===== src/rtl/johnson_step_ctrl.sv =====
// Command-driven sequencer for a Johnson-coded phase register.
// It accepts a move (step count, direction, rate divider) and steps the phase at the programmed rate.
module johnson_step_ctrl #(
  parameter int WIDTH = 4,
  parameter int CNT_W = 8,
  parameter int DIV_W = 8
) (
  input  logic             clk,
  input  logic             reset,
  input  logic             cmd_valid,
  output logic             cmd_ready,
  input  logic [CNT_W-1:0] cmd_steps,
  input  logic             cmd_dir,
  input  logic [DIV_W-1:0] cmd_div,
  input  logic             abort,
  output logic [WIDTH-1:0] Q,
  output logic             busy,
  output logic             done,
  output logic             aborted,
  output logic [CNT_W-1:0] steps_left
);

  typedef enum logic [1:0] {
    IDLE = 2'd0,
    RUN  = 2'd1,
    DONE = 2'd2
  } state_t;

  localparam logic [CNT_W-1:0] CNT_ZERO = {CNT_W{1'b0}};
  localparam logic [CNT_W-1:0] CNT_ONE  = {{(CNT_W-1){1'b0}}, 1'b1};
  localparam logic [DIV_W-1:0] DIV_ZERO = {DIV_W{1'b0}};
  localparam logic [DIV_W-1:0] DIV_ONE  = {{(DIV_W-1){1'b0}}, 1'b1};

  state_t           state_r, state_s;
  logic [WIDTH-1:0] q_r, q_s;
  logic [CNT_W-1:0] steps_r, steps_s;
  logic [DIV_W-1:0] div_r, div_s;
  logic [DIV_W-1:0] div_cnt_r, div_cnt_s;
  logic             dir_r, dir_s;
  logic             aborted_r, aborted_s;

  function automatic logic [WIDTH-1:0] johnson_fwd(input logic [WIDTH-1:0] q);
    return {q[WIDTH-2:0], ~q[WIDTH-1]};
  endfunction

  function automatic logic [WIDTH-1:0] johnson_rev(input logic [WIDTH-1:0] q);
    return {~q[0], q[WIDTH-1:1]};
  endfunction

  // Next-state and datapath update; abort outranks a step due on the same edge.
  always_comb begin
    state_s   = state_r;
    q_s       = q_r;
    steps_s   = steps_r;
    div_s     = div_r;
    div_cnt_s = div_cnt_r;
    dir_s     = dir_r;
    aborted_s = aborted_r;
    case (state_r)
      IDLE: begin
        if (cmd_valid) begin
          dir_s     = cmd_dir;
          div_s     = cmd_div;
          div_cnt_s = cmd_div;
          steps_s   = cmd_steps;
          aborted_s = 1'b0;
          if (cmd_steps == CNT_ZERO) begin
            state_s = DONE;
          end else begin
            state_s = RUN;
          end
        end else begin
          state_s = IDLE;
        end
      end
      RUN: begin
        if (abort) begin
          state_s   = DONE;
          aborted_s = 1'b1;
        end else if (div_cnt_r == DIV_ZERO) begin
          if (dir_r) begin
            q_s = johnson_fwd(q_r);
          end else begin
            q_s = johnson_rev(q_r);
          end
          steps_s   = steps_r - CNT_ONE;
          div_cnt_s = div_r;
          if (steps_r == CNT_ONE) begin
            state_s = DONE;
          end else begin
            state_s = RUN;
          end
        end else begin
          div_cnt_s = div_cnt_r - DIV_ONE;
        end
      end
      DONE: begin
        state_s = IDLE;
      end
      default: begin
        state_s = IDLE;
      end
    endcase
  end

  // State and datapath registers with synchronous reset.
  always_ff @(posedge clk) begin
    if (reset) begin
      state_r   <= IDLE;
      q_r       <= {WIDTH{1'b0}};
      steps_r   <= CNT_ZERO;
      div_r     <= DIV_ZERO;
      div_cnt_r <= DIV_ZERO;
      dir_r     <= 1'b0;
      aborted_r <= 1'b0;
    end else begin
      state_r   <= state_s;
      q_r       <= q_s;
      steps_r   <= steps_s;
      div_r     <= div_s;
      div_cnt_r <= div_cnt_s;
      dir_r     <= dir_s;
      aborted_r <= aborted_s;
    end
  end

  assign cmd_ready  = (state_r == IDLE);
  assign busy       = (state_r == RUN);
  assign done       = (state_r == DONE);
  assign aborted    = aborted_r;
  assign Q          = q_r;
  assign steps_left = steps_r;

endmodule


===== config.mk =====
export PLATFORM = sky130hd
export DESIGN_NAME = johnson_step_ctrl
export DESIGN_NICKNAME = d
export VERILOG_FILES = /design/src/rtl/johnson_step_ctrl.sv
export SDC_FILE = /design/constraint.sdc
export NUM_CORES = 1
export LEC_CHECK = 0
export CAP_MARGIN = 25
export CELL_PAD_IN_SITES_DETAIL_PLACEMENT = 0
export CELL_PAD_IN_SITES_GLOBAL_PLACEMENT = 2
export CORE_ASPECT_RATIO = 1.25
export CORE_MARGIN = 2
export CORE_UTILIZATION = 32
export CTS_CLUSTER_SIZE = 8
export DETAILED_ROUTE_END_ITERATION = 6
export GPL_TIMING_DRIVEN = 0
export PLACE_DENSITY_LB_ADDON = 0.1
export SLEW_MARGIN = 15
export SYNTH_ARGS = -nofsm -noshare
export SYNTH_HDL_FRONTEND = slang
export SYNTH_SLANG_ARGS = --single-unit

===== constraint.sdc =====
create_clock -name clk -period 5.89 [get_ports clk]
set_clock_uncertainty 0.05 [all_clocks]
set_input_delay 0.589 -clock clk [delete_from_list [all_inputs] [get_ports clk]]
set_output_delay 0.589 -clock clk [all_outputs]
set_load 0.03 [all_outputs]

=== After elaboration in Yosys (flattened, before gate mapping) ===
Cells that the tools add are included.

* Bits in registers: 32
* Input port bits: 21

* Add/subtract/negate cells: 2
* Reductions and logical operators: 9
* Bitwise logic cells: 3
* Multiplexer cells: 18
* Equality and inequality tests: 8

{| class="wikitable"
|+ Operators with widths
! kind !! number
|-
| 2-to-1 mux 8 bit || 6
|-
| case mux 8 bit (2 select lines) || 2
|-
| zero test 8 bit || 2
|-
| subtractor 8 x 1 -> 8 bit, second input constant || 2
|-
| 2-to-1 mux 2 bit || 5
|-
| AND reduction 3 bit || 3
|-
| equality test 8 x 1 -> 1 bit, second input constant || 1
|-
| != test 2 bit, second input constant || 3
|-
| 2-to-1 mux 4 bit || 1
|-
| case mux 2 bit (2 select lines) || 1
|-
| AND reduction 4 bit || 1
|-
| != test 3 x 2 -> 1 bit, second input constant || 1
|-
| NOT 1 bit || 3
|-
| equality test 2 x 1 -> 1 bit, second input constant || 1
|-
| equality test 2 bit, second input constant || 1
|-
| zero test 2 bit || 1
|-
| 2-to-1 mux 1 bit || 2
|-
| != test 2 x 1 -> 1 bit, second input constant || 1
|-
| case mux 1 bit (2 select lines) || 1
|-
| AND reduction 2 bit || 1
|-
| nonzero test 2 bit || 1
|}

=== Depth between registers and ports, before layout ===
Gate-level depths: netlist of run 1.

* Depth after elaboration: 5
* Depth in mapped cells: 7
* Gate-level depth less buffers: 6

=== Worst setup path before layout of run 1 ===
Ideal clock, no wire load.

* Kind: flip-flop to flip-flop
* From: reg div_cnt_r[0]
* To: reg steps_r[0], in the netlist steps_left[0]
* Clock period less this slack: 1.919 ns
* Buffers on the path: 1
* Path slack: 3.971 ns
* Stages on the path, launching flop included: 8
* Setup time: 0.095 ns
* Data arrival time: 1.774 ns
* Required time: 5.745 ns
* Cell sequence: dfxtp_1 inv_1 ha_1 or3b_2 clkbuf_1 o21ai_1 o211ai_1 a221oi_1

* Longest elaborated chain between the ends: 3

{| class="wikitable"
|+ RTL lines
! what !! line !! text
|-
| from (decl) || 38 || <nowiki>logic [DIV_W-1:0] div_cnt_r, div_cnt_s;</nowiki>
|-
| from (signal assigned) || 121 || <nowiki>div_cnt_r <= div_cnt_s;</nowiki>
|-
| zero test 8 bit || 80 || <nowiki>end else if (div_cnt_r == DIV_ZERO) begin</nowiki>
|-
| != test 2 x 1 -> 1 bit (no source line) || -- ||
|-
| AND reduction 4 bit (no source line) || -- ||
|-
| to (signal assigned) || 119 || <nowiki>steps_r <= steps_s;</nowiki>
|-
| to (decl) || 36 || <nowiki>logic [CNT_W-1:0] steps_r, steps_s;</nowiki>
|}

Every way passes these cells.
A chain may end at the register's enable or synchronous reset.

=== Worst setup path after layout of run 1 ===
* From: reg state_r[0]
* To: out busy

* Longest elaborated chain between the ends: 1

{| class="wikitable"
|+ RTL lines
! what !! line !! text
|-
| from (decl) || 34 || <nowiki>state_t state_r, state_s;</nowiki>
|-
| from (signal assigned) || 117 || <nowiki>state_r <= state_s;</nowiki>
|-
| equality test 2 x 1 -> 1 bit || 128 || <nowiki>assign busy = (state_r == RUN);</nowiki>
|-
| to (decl) || 17 || <nowiki>output logic busy,</nowiki>
|}

Every way passes these cells.

==> impl_metrics.ini, run 1 <==
[layout]
layout_commonest_cell = clkdlybuf4s50_1
area_delta_synth_final_pct = 29.07
diodes = 0
drive_above_1_share = 0.06859
layout_common_cells = 36 x clkdlybuf4s50_1, 35 x nand2_1, 32 x dfxtp_1
nets = 302

[logic_synthesis]
synth_top_family_by_area = compound AO/OA/AOI/OAI gates
synth_flop_cell = dfxtp_1
synth_edf_count = 0
synth-simple-area-share = 0.2649
synthArstFlopShare = 0
synth_seq_area_share = 0.3469
synth-seq-cells = 32
synth_nets = 259
yosysWarnings = 0
ys_types = 52
syn_area_sq_um = 1847
avgSynthCellArea_sq_um = 7.892
synthesis.instances = 234
synthXorXnorAreaFrac = 0.01423
synthAdderAreaFrac = 0.02710
muxShareOfSynthArea = 0.02236
synth_compound_area_frac = 0.2764

[power]
finalPower_mw = 0.6598
leakage_nw = 0.8285
peakVddDrop_uv = 98.56
cellPowerDensity_nw_per_um2 = 276.8

[placement]
place_congestion = 0.8124
io_buffer_count = 36
dp_hpwl_mm = 4.293

[cts]
path_clk_slew_ns = 0.07
cts_max_path_buffers = 2
cts_tree = yes
cts-root-buf = clkbuf_8
postCtsHoldBufs = 0
clk-insertion-delay-late_ns = 0.29
htreeDepth = 2
clock-sinks = 32
cts_made_buffers = 5
post_cts_resized = 0
postCtsSetupBuffers = 0

[worst_setup_path]
cp.buffers_inverters = 4
start_kind = flip-flop
cpPeakStageDelay_ns = 0.79
path_max_fanout = 10
worstPathCellList = buf_2 -> nand2b_1 -> inv_1 -> clkbuf_1 -> clkdlybuf4s50_1
ff2ff_path_depth = 4
crit_slowest_cell = clkdlybuf4s50_1
critical_path_class = reg2out
cp.required_ns = 5.25
end_kind = output port
arrival_ns = 2.52
cpLargestDelayFamily = buffers and inverters
crit_cells = 5

[routing]
first_pass_iters = 4
viasPerCell = 5.613
vias = 1914
drtIter0Drc = 142
avgRoutedWirePerCell_microns = 17.44
drtAntennaViolNets = 0
drt-total-wl_mm = 5.946
drcViolationCount = 0

[floorplan]
die_w_microns = 71.95
start_util = 0.3347
die_h_microns = 88.94
coreArea_sq_um = 5518
die-area_sq_um = 6398
io_pins = 37
rows = 30

[min_path]
whs_path_depth = 2
worst_hold_path_type = reg2reg

[sta]
tightest_slew_ns = 0.8427
maxSlewViolCount = 0
finalCritPeriodShare = 0.5365
setup_viol = 0
worst_slew_margin_rel = 0.4330
rsz0062_at_grt = no
tns_ns = 0
fmax_mhz = 316.5
finalCriticalPeriod_ns = 3.160
finalHoldViolations = 0

[grt]
grt_pass1_wl_mm = 9.570
first_global_vias = 1881
grt_max_degree = 11
overflow = 0
antenna_found_initial = 0
grt_util_all_layers = 0.1987

[status]
status = complete, no violations

[flow_run]
maxCapViolCount = 0
[cells in the mapped netlist, types with 4 or more instances]
master,count,area share
nor2_1,20,0.041
a221oi_1,4,0.019
a2bb2oi_1,4,0.019
a21oi_1,25,0.068
ha_1,4,0.027
o211ai_1,4,0.016
nor2b_1,6,0.020
a211oi_1,7,0.028
nand2_1,35,0.071
inv_1,7,0.014
clkbuf_1,9,0.018
nand2b_1,4,0.014
o21ai_0,6,0.016
nor4_1,5,0.017
dfxtp_1,32,0.35
[worst min-delay path: cells and delay by family, from the launching register on]
kind,cells,cell delay (ns)
flip-flops,1,0.31
AO/OA/AOI/OAI,1,0.05
AND/OR/NAND/NOR,1,0.05
[area by class of cell]
class                   count  area (sq um)
multi-input cells         181          1117
plain buffers              14         62.56
flip-flops and latches     32         640.6
fillers                   579          3134
inverters                   7         26.28
clock buffers               7         96.34
repair buffers             36         360.3
well taps                  64         80.08
[where the power goes]
part / switching [mW] / leakage (nW) / internal, mW
logic: 0.127 / 0.515 / 0.0887
registers: 0.0208 / 0.263 / 0.235
clock network: 0.0842 / 0.0503 / 0.104
total: 0.232 / 0.828 / 0.428
[kinds of logic (layout without fill, tap and decap cells)]
kind of cell / Yosys count / after routing
buffers and inverters: 21 / 64
AO/OA/AOI/OAI: 75 / 75
flip-flops: 32 / 32
AND/OR/NAND/NOR: 95 / 95
XOR/XNOR: 3 / 3
multiplexers: 4 / 4
adder cells (fa/ha/maj): 4 / 4
[per-layer routing]
| layer | share of wire | track usage | up-vias |
|---|---|---|---|
| met1 | 0.47 | 0.2500 | 904 |
| met4 | 0.019 | 0.06690 | 0 |
| met3 | 0.033 | 0.03833 | 9 |
| met5 | 0 | 0 | - |
| li1 | - | - | 958 |
| met2 | 0.48 | 0.3418 | 43 |
[worst paths after layout]
kind,slack [ns],from,to
worst min register to register,0.41,div_r[4],div_r[4]
worst min-delay path,0.41,div_r[4],div_r[4]
worst max register to register,3.46,div_cnt_r[3],steps_left[6]
worst max-delay path,2.73,state_r[0],busy
[state kept, by name, indices dropped and copies added (netlist names)]
register,flops
Q,4
div_cnt_r,8
aborted,1
steps_left,8
div_r,8
dir_r,1
state_r,2
[per-stage QoR]
step	setup slack, ns	cells	area, sq um	util	hold slack [ns]
2_1_floorplan	3.971	234	1847	-	0.3862
3_3_place_gp	3.011	334	2287	0.4145	0.3960
3_5_place_dp	2.986	334	2287	0.4145	0.3985
4_1_cts	2.735	341	2384	0.4320	0.4081
5_1_grt	2.574	341	2384	0.4320	0.4311
6_report	2.730	341	2384	0.4320	0.4050
(Power assumes the default switching activity.)
==> run 2: changes to the inputs <==
--- a/config.mk
+++ b/config.mk
@@ -10,7 +10,7 @@
 export CELL_PAD_IN_SITES_GLOBAL_PLACEMENT = 2
 export CORE_ASPECT_RATIO = 1.25
 export CORE_MARGIN = 2
-export CORE_UTILIZATION = 32
+export CORE_UTILIZATION = 26
 export CTS_CLUSTER_SIZE = 8
 export DETAILED_ROUTE_END_ITERATION = 6
 export GPL_TIMING_DRIVEN = 0
==> constraint.sdc (replaced) <==
create_clock -name clk -period 2.9 [get_ports clk]
set_clock_uncertainty 0.05 [all_clocks]
set_input_delay 0.29 -clock clk [delete_from_list [all_inputs] [get_ports clk]]
set_output_delay 0.29 -clock clk [all_outputs]
set_load 0.03 [all_outputs]
==> run 2 against run 1 <==
  * Highest routed layer unchanged
  * Worst hold slack better by 0.0047 ns
  * Worst setup slack got worse by 2.4 ns
  * Core utilization is 8.4 points lower
==> impl_metrics.ini, run 2 (synthesis results as in run 1) <==
[cts]
cts_tree = yes
cts-root-buf = clkbuf_8
htreeDepth = 2
post_cts_resized = 0
clk-insertion-delay-late_ns = 0.28
postCtsSetupBuffers = 0
cts_made_buffers = 5
clock-sinks = 32
postCtsHoldBufs = 0
cts_max_path_buffers = 2
path_clk_slew_ns = 0.07

[worst_setup_path]
start_kind = flip-flop
reg2reg_slack_ns = 0.49
path_max_fanout = 16
ff2ff_path_depth = 6
worstPathCellList = buf_2 -> nand2b_1 -> inv_1 -> clkdlybuf4s50_1
cpPeakStageDelay_ns = 0.79
crit_cells = 4
crit_slowest_cell = clkdlybuf4s50_1
cpLargestDelayFamily = buffers and inverters
end_kind = output port
cp.buffers_inverters = 3
arrival_ns = 2.27
critical_path_class = reg2out
cp.required_ns = 2.56

[placement]
io_buffer_count = 36
place_congestion = 0.7768
dp_hpwl_mm = 4.573
place_area_sq_um = 2320

[power]
finalPower_mw = 1.345
leakage_nw = 0.8273
peakVddDrop_uv = 195.1
cellPowerDensity_nw_per_um2 = 557.7

[routing]
viasPerCell = 5.221
first_pass_iters = 4
drtIter0Drc = 77
avgRoutedWirePerCell_microns = 16.83
drt-total-wl_mm = 6.159
vias = 1911
drtAntennaViolNets = 0
drcViolationCount = 0

[layout]
diodes = 0
layout_common_cells = 36 x clkdlybuf4s50_1, 35 x nand2_1, 32 x dfxtp_1
drive_above_1_share = 0.06884
layout_commonest_cell = clkdlybuf4s50_1
area_delta_synth_final_pct = 30.62
stdcell_area_sq_um = 2412
multi_input_area_sq_um = 1117
ff_latch_area_sq_um = 640.6
nets = 301
n_fill_cell = 749

[floorplan]
io_pins = 37
die_h_microns = 98.23
die_w_microns = 79.38
coreArea_sq_um = 6934
start_util = 0.2663
rows = 34
die-area_sq_um = 7797

[sta]
rsz0062_at_grt = no
tns_ns = 0
finalCriticalPeriod_ns = 2.606
finalCritPeriodShare = 0.8985
fmax_mhz = 383.8
maxSlewViolCount = 0
finalHoldViolations = 0
worst_slew_margin_rel = 0.4354
tightest_slew_ns = 0.8392
setup_viol = 0

[flow_run]
maxCapViolCount = 0

[grt]
grt_max_degree = 17
antenna_found_initial = 0
grt_pass1_wl_mm = 9.942
grt_util_all_layers = 0.1660
first_global_vias = 1902
overflow = 0

[min_path]
whs_path_depth = 2
worst_hold_path_type = reg2reg

[status]
status = complete, no violations
==> run 2: changes by cell type in the layout (fill, tap and decap cells not counted), sizes merged <==
cell	previous run	this run
clkbuf	16	15
==> run 2: cell type report <==
type,count,share of cell area
Inverter,7,0.01089
Timing Repair Buffer,36,0.1494
Multi-Input combinational cell,181,0.4632
Buffer,13,0.02438
Sequential cell,32,0.2656
Tap cell,90,0.04668
Clock buffer,7,0.03994
==> run 2: through the flow <==
step	setup slack (ns)	instances	utilization	hold slack, ns
floorplan	0.9805	234	-	0.3164
global placement	0.1735	360	0.3345	0.4033
detailed placement	0.2059	360	0.3345	0.4037
CTS	0.2675	366	0.3479	0.4135
global route	0.1472	366	0.3479	0.4347
finish	0.2944	366	0.3479	0.4097
==> run 2: tightest hold or removal path, stage by stage (launching register included) <==
cell and delay, ns:
dfxtp_1 0.31, nand2_1 0.05, a21oi_1 0.05
==> run 2: final timing paths <==
check,startpoint,to
worst max-delay path,state_r[0],busy
worst min-delay path,div_r[7],div_r[7]
worst max register to register,div_cnt_r[0],steps_left[6]
worst min register to register,div_r[7],div_r[7]
==> run 2: layer usage <==
metal,GRT usage,up-vias,share of wire
met3,0.03050,9,0.040
met1,0.2133,906,0.45
li1,-,952,-
met4,0.05438,0,0.018
met5,0,-,0
met2,0.2784,44,0.49
==> run 2: power breakdown <==
group / total [mW] / switching [mW] / internal, mW
clock: 0.387 / 0.176 / 0.212
sequential: 0.521 / 0.0427 / 0.478
combinational: 0.437 / 0.258 / 0.180
